===== config.mk =====
export PLATFORM = sky130hd
export DESIGN_NAME = clk_div_duty
export DESIGN_NICKNAME = d
export VERILOG_FILES = /design/src/rtl/clk_div_duty.sv
export SDC_FILE = /design/constraint.sdc
export NUM_CORES = 1
export LEC_CHECK = 0
export BUFFER_PORTS_ARGS = -buffer_cell sky130_fd_sc_hd__buf_4
export CAP_MARGIN = 20
export CORE_MARGIN = 2
export CORE_UTILIZATION = 45
export DETAILED_ROUTE_END_ITERATION = 7
export GPL_TIMING_DRIVEN = 0
export PLACE_DENSITY = 0.64
export SETUP_SLACK_MARGIN = 0.1
export SYNTH_ARGS = -nofsm -noshare
export SYNTH_HDL_FRONTEND = slang
export SYNTH_SLANG_ARGS = --single-unit

===== constraint.sdc =====
create_clock -name clock -period 11.2 [get_ports clock]
set_input_delay 1.12 -clock clock [delete_from_list [all_inputs] [get_ports clock]]
set_output_delay 1.12 -clock clock [all_outputs]
set_load 0.01 [all_outputs]

===== src/rtl/clk_div_duty.sv =====
// rtl/clk_div_duty.sv - programmable clock divider / duty-cycle generator with edge strobes
//
// Purpose: derives a divided waveform (period P = max(div,2), high time
// H = min(high,P)) from the system clock. Period/high changes made while
// running are held in shadow registers and applied only at a period wrap,
// so clk_out never glitches.
//
// Ports:
//   clock, reset        system clock, asynchronous active-high reset
//   enable              run request (level)
//   load                one-cycle strobe capturing div_in / high_in
//   div_in, high_in     period and high time in clock cycles
//   clk_out             divided waveform (registered)
//   rise_pulse          strobe in the cycle clk_out goes 0->1
//   fall_pulse          strobe in the cycle clk_out goes 1->0
//   updated             strobe in the cycle new settings first drive clk_out
//   busy                FSM not idle
//   period_cnt          completed-period count
//
// Optional feature: define CLKDIV_CYCLE_CNT_EN to build the 16-bit
// completed-period counter; otherwise period_cnt is tied to zero.

module clk_div_duty #(
    parameter int WIDTH = 8
) (
    input  logic             clock,
    input  logic             reset,
    input  logic             enable,
    input  logic             load,
    input  logic [WIDTH-1:0] div_in,
    input  logic [WIDTH-1:0] high_in,
    output logic             clk_out,
    output logic             rise_pulse,
    output logic             fall_pulse,
    output logic             updated,
    output logic             busy,
    output logic [15:0]      period_cnt
);

    typedef enum logic [1:0] {
        IDLE  = 2'd0,
        RUN   = 2'd1,
        DRAIN = 2'd2
    } state_t;

    state_t           state, state_n;
    logic [WIDTH-1:0] cnt, cnt_n;
    logic [WIDTH-1:0] div_a, div_a_n, high_a, high_a_n;
    logic [WIDTH-1:0] div_s, div_s_n, high_s, high_s_n;
    logic             pending, pending_n;
    logic             clk_n, rise_n, fall_n, upd_n;
    logic [WIDTH-1:0] p_cur, h_cur;
    logic             wrap;

    function automatic logic [WIDTH-1:0] eff_p(input logic [WIDTH-1:0] d);
        return (d < WIDTH'(2)) ? WIDTH'(2) : d;
    endfunction

    function automatic logic [WIDTH-1:0] eff_h(input logic [WIDTH-1:0] h,
                                               input logic [WIDTH-1:0] p);
        return (h > p) ? p : h;
    endfunction

    assign p_cur = eff_p(div_a);
    assign h_cur = eff_h(high_a, p_cur);
    assign wrap  = (cnt == p_cur - WIDTH'(1));

    always_comb begin
        state_n   = state;
        cnt_n     = cnt;
        div_a_n   = div_a;
        high_a_n  = high_a;
        div_s_n   = div_s;
        high_s_n  = high_s;
        pending_n = pending;
        clk_n     = clk_out;
        upd_n     = 1'b0;

        case (state)
            IDLE: begin
                cnt_n = '0;
                clk_n = 1'b0;
                if (load) begin
                    div_a_n   = div_in;
                    high_a_n  = high_in;
                    div_s_n   = div_in;
                    high_s_n  = high_in;
                    pending_n = 1'b0;
                    upd_n     = 1'b1;
                end
                // Start uses the values that will be active after this edge,
                // so a load coincident with enable governs the first period.
                if (enable) begin
                    state_n = RUN;
                    clk_n   = (eff_h(high_a_n, eff_p(div_a_n)) != '0);
                end
            end

            RUN, DRAIN: begin
                if (state == RUN && !enable)
                    state_n = DRAIN;
                else if (state == DRAIN && enable)
                    state_n = RUN;

                if (wrap) begin
                    cnt_n = '0;
                    // Copies the shadow as it stood before this edge; a load
                    // on this same edge refills the shadow for the next wrap.
                    if (pending) begin
                        div_a_n   = div_s;
                        high_a_n  = high_s;
                        pending_n = 1'b0;
                        upd_n     = 1'b1;
                    end
                    if (state == DRAIN && !enable) begin
                        state_n = IDLE;
                        clk_n   = 1'b0;
                    end else begin
                        clk_n = (eff_h(high_a_n, eff_p(div_a_n)) != '0);
                    end
                end else begin
                    cnt_n = cnt + WIDTH'(1);
                    clk_n = ((cnt + WIDTH'(1)) < h_cur);
                end

                if (load) begin
                    div_s_n   = div_in;
                    high_s_n  = high_in;
                    pending_n = 1'b1;
                end
            end

            default: begin
                state_n = IDLE;
                cnt_n   = '0;
                clk_n   = 1'b0;
            end
        endcase

        rise_n = clk_n & ~clk_out;
        fall_n = ~clk_n & clk_out;
    end

    always_ff @(posedge clock or posedge reset) begin
        if (reset) begin
            state      <= IDLE;
            cnt        <= '0;
            div_a      <= WIDTH'(2);
            high_a     <= WIDTH'(1);
            div_s      <= WIDTH'(2);
            high_s     <= WIDTH'(1);
            pending    <= 1'b0;
            clk_out    <= 1'b0;
            rise_pulse <= 1'b0;
            fall_pulse <= 1'b0;
            updated    <= 1'b0;
        end else begin
            state      <= state_n;
            cnt        <= cnt_n;
            div_a      <= div_a_n;
            high_a     <= high_a_n;
            div_s      <= div_s_n;
            high_s     <= high_s_n;
            pending    <= pending_n;
            clk_out    <= clk_n;
            rise_pulse <= rise_n;
            fall_pulse <= fall_n;
            updated    <= upd_n;
        end
    end

    assign busy = (state != IDLE);

`ifdef CLKDIV_CYCLE_CNT_EN
    logic        period_tick;
    logic [15:0] period_q;

    assign period_tick = (state != IDLE) && wrap;

    always_ff @(posedge clock or posedge reset) begin
        if (reset)
            period_q <= 16'd0;
        else if (period_tick)
            period_q <= period_q + 16'd1;
    end

    assign period_cnt = period_q;
`else
    assign period_cnt = 16'd0;
`endif

endmodule


==> results.cfg <==
[clocking]
cts_tree = done
cts.sinks = 47
cts_buffers = 5
root_buffer = clkbuf_8
ctsResizeCount = 0
htreeDepth = 2
post-cts-setup-buffers = 0
cts_hold_buf = 0
clockBufferDepth = 2
clk_pin_slew_ns = 0.10
clock_latency_ns = 0.31

[setup_path]
crit_required_ns = 11.38
cp.arrival_ns = 4.94
cp-start-kind = flip-flop
r2r_slack_ns = 6.45
r2r-end = fall_pulse$_DFF_PP0_
endpoint_kind = flip-flop
crit_path_start = div_a[3]$_DFFE_PP0P_
crit_end = fall_pulse$_DFF_PP0_
r2r-start = div_a[3]$_DFFE_PP0P_
reg2regPathDepth = 20
worstSetupPathType = reg -> reg
cp_max_fo = 10

[power]
p_per_area_mw_per_mm2 = 259.4
total_power_mw = 1.144
peakVddDrop_mv = 0.1118
switching_share_pct = 50.15
leakage_nw = 2.048
combinationalPowerShare_pct = 65.6
clock_power_share_pct = 9.8
p_int_uw = 570.1
p_switching_uw = 573.7
seqPwrFrac_pct = 24.6

[cells_and_area]
most-common-layout-cells = dfrtp_1, buf_4, ha_1
final_common_cell = dfrtp_1
fillers = 865
drive_above_1_share_pct = 18.74
nNetsFinal = 547
antenna_cells = 0
areaGrowthSynthToFinish_pct = 12.09

[grt]
grt_pass1_vias = 3327
antenna_found_initial = 0
grt_start_max_net_pins = 38
grt_use_total_pct = 22.91
grt_remaining_overflow = 0
grt_pass1_wl_mm = 17.44

[synth]
synth_seq_area_share_pct = 30.03
synth-edff-count = 0
syn_inst = 444
yosysTopAreaCell = dfrtp_1
synth_top_area_share_pct = 27.35
async_flop_share_pct = 100.0
syn_area_mm2 = 0.003934
yosysUniqueCellTypes = 54
ys.warnings.count = 0
synthFlopType = dfrtp_1
ys_ff_latch = 47
synthTopCellsByArea = dfrtp_1, ha_1, mux2i_1, mux2_2, a21oi_1
synth.avg_cell_area_um2 = 8.860

[timing]
fmax_ghz = 0.2103
finalCritPeriodShare_pct = 42.46
final.setup_skew_ns = 0.007381
tightest_slew_ns = 0.6902
setup_viol = 0
period_needed_ns = 4.755
hold_viol = 0
slew_viol_final = 0
setup_tns_ns = 0
slew_headroom_pct = 53.99
rsz0062_at_grt = no

[floorplan]
num_rows = 34
coreArea_mm2 = 0.008593
die_w_um = 97.50
initial_core_util_pct = 45.78
dieArea_mm2 = 0.009505
ioPinCount = 41
die_h_um = 97.50

[placement]
dp_hpwl_mm = 8.492
routabilityCongestion = 0.9074
io_buffer_count = 23

[routing]
drt_iter0_drc = 217
wl_mm = 10.76
drc = 0
vias_per_cell = 5.912
drt-pass1-iter-count = 5
vias = 3541
wl_per_cell_um = 17.96
ant_nets = 0

[min_path]
hp-class = reg -> reg

[run_status]
status = completed

[flow_run]
drv_cap = 0
==> kinds of logic (layout without fill, tap and decap cells) <==
logic type                 Yosys count  count (layout)  synth area share, %
muxes                               46              46                12.37
DFF                                 47              47                30.03
and+or+nand+nor                    134             134                17.62
buffers and inverters               64              96                8.174
AOI/OAI and AO/OA                  103             103                17.27
xor gates and xnor gates            12              12                2.672
adders and majority gates           37              37                11.77
other                                1              16              0.09533
==> layout make-up <==
cell class              count  area (um^2)  area share [%]
flip-flops and latches     47         1181           26.79
inverters                  23        86.33           1.958
clock inverters             1        5.005          0.1135
repair buffers             24        192.7           4.370
well taps                 108        135.1           3.065
clock buffers               7        86.33           1.958
plain buffers              41        235.2           5.335
multi-input cells         348         2487           56.41
==> registers in the layout, summed over array words and instances, names as in the netlist <==
signal	count
cnt	8
div_a	8
rise_pulse	1
clk_out	1
fall_pulse	1
pending	1
high_s	8
state	2
high_a	8
div_s	8
updated	1
==> per-stage QoR <==
stage	std cells	setup slack [ns]	instance area [um^2]	utilization, %	hold slack (ns)
2_1_floorplan	459	7.116	3990	-	0.4737
3_3_place_gp	590	6.514	4298	50.01	0.4904
3_5_place_dp	591	6.438	4318	50.25	0.4943
4_1_cts	599	6.417	4409	51.31	0.5165
5_1_grt	599	5.979	4409	51.31	0.5481
6_report	599	6.445	4409	51.31	0.5209
==> power groups by stage <==
stage	Combinational [mW]	Sequential, mW	Clock [mW]
floorplan	0.548	0.268	0
global placement	0.710	0.282	0
detailed placement	0.734	0.283	0
CTS	0.740	0.279	0.114
global route	0.837	0.288	0.121
finish	0.750	0.281	0.113
==> worst max-delay path, stage by stage, from the launching register on <==
cell      delay (ns)
dfrtp_1         0.37
buf_2           0.17
or4_4           0.57
nor3_1          0.22
nor2_1          0.13
ha_1            0.32
nor2b_1         0.13
o211ai_1        0.15
a21oi_1         0.08
o22ai_1         0.39
clkbuf_1        0.36
nor2_1          0.07
a21oi_1         0.15
ha_1            0.27
a21oi_1         0.16
a21oi_1         0.08
nor3_1          0.28
and3_1          0.21
mux2i_1         0.06
a21oi_1         0.33
o22ai_1         0.13
==> synth_stat cells, types with 11 or more instances <==
cell and count:
a21oi_1 33, mux2i_1 25, nand4_1 11, dfrtp_1 43, nand3_1 14, inv_1 23, mux2_2 21, clkbuf_1 19
ha_1 37, buf_4 17, nand2_1 26, nor2_1 31, o21ai_0 22
==> worst min path at each step <==
stage                                      from                    end  slack [ns]  cells after the start
after floorplan           high_s[2]$_DFFE_PP0P_  high_s[2]$_DFFE_PP0P_        0.47                      1
after global placement     div_s[3]$_DFFE_PP0P_   div_s[3]$_DFFE_PP0P_        0.49                      1
after detailed placement   div_s[6]$_DFFE_PP0P_   div_s[6]$_DFFE_PP0P_        0.49                      1
after CTS                  div_s[6]$_DFFE_PP0P_   div_s[6]$_DFFE_PP0P_        0.52                      1
after global routing      high_s[5]$_DFFE_PP0P_  high_s[5]$_DFFE_PP0P_        0.55                      1
final                     high_s[5]$_DFFE_PP0P_  high_s[5]$_DFFE_PP0P_        0.52                      1
==> routing by layer <==
layer / part of all wire (%) / track usage, % / vias up
met2: 45 / 35.76 / 145
met4: 3.2 / 8.868 / 0
li1: - / - / 1687
met1: 45 / 32.16 / 1681
met3: 6.5 / 3.237 / 28
met5: 0 / 0 / -
(Power assumes the default switching activity.)
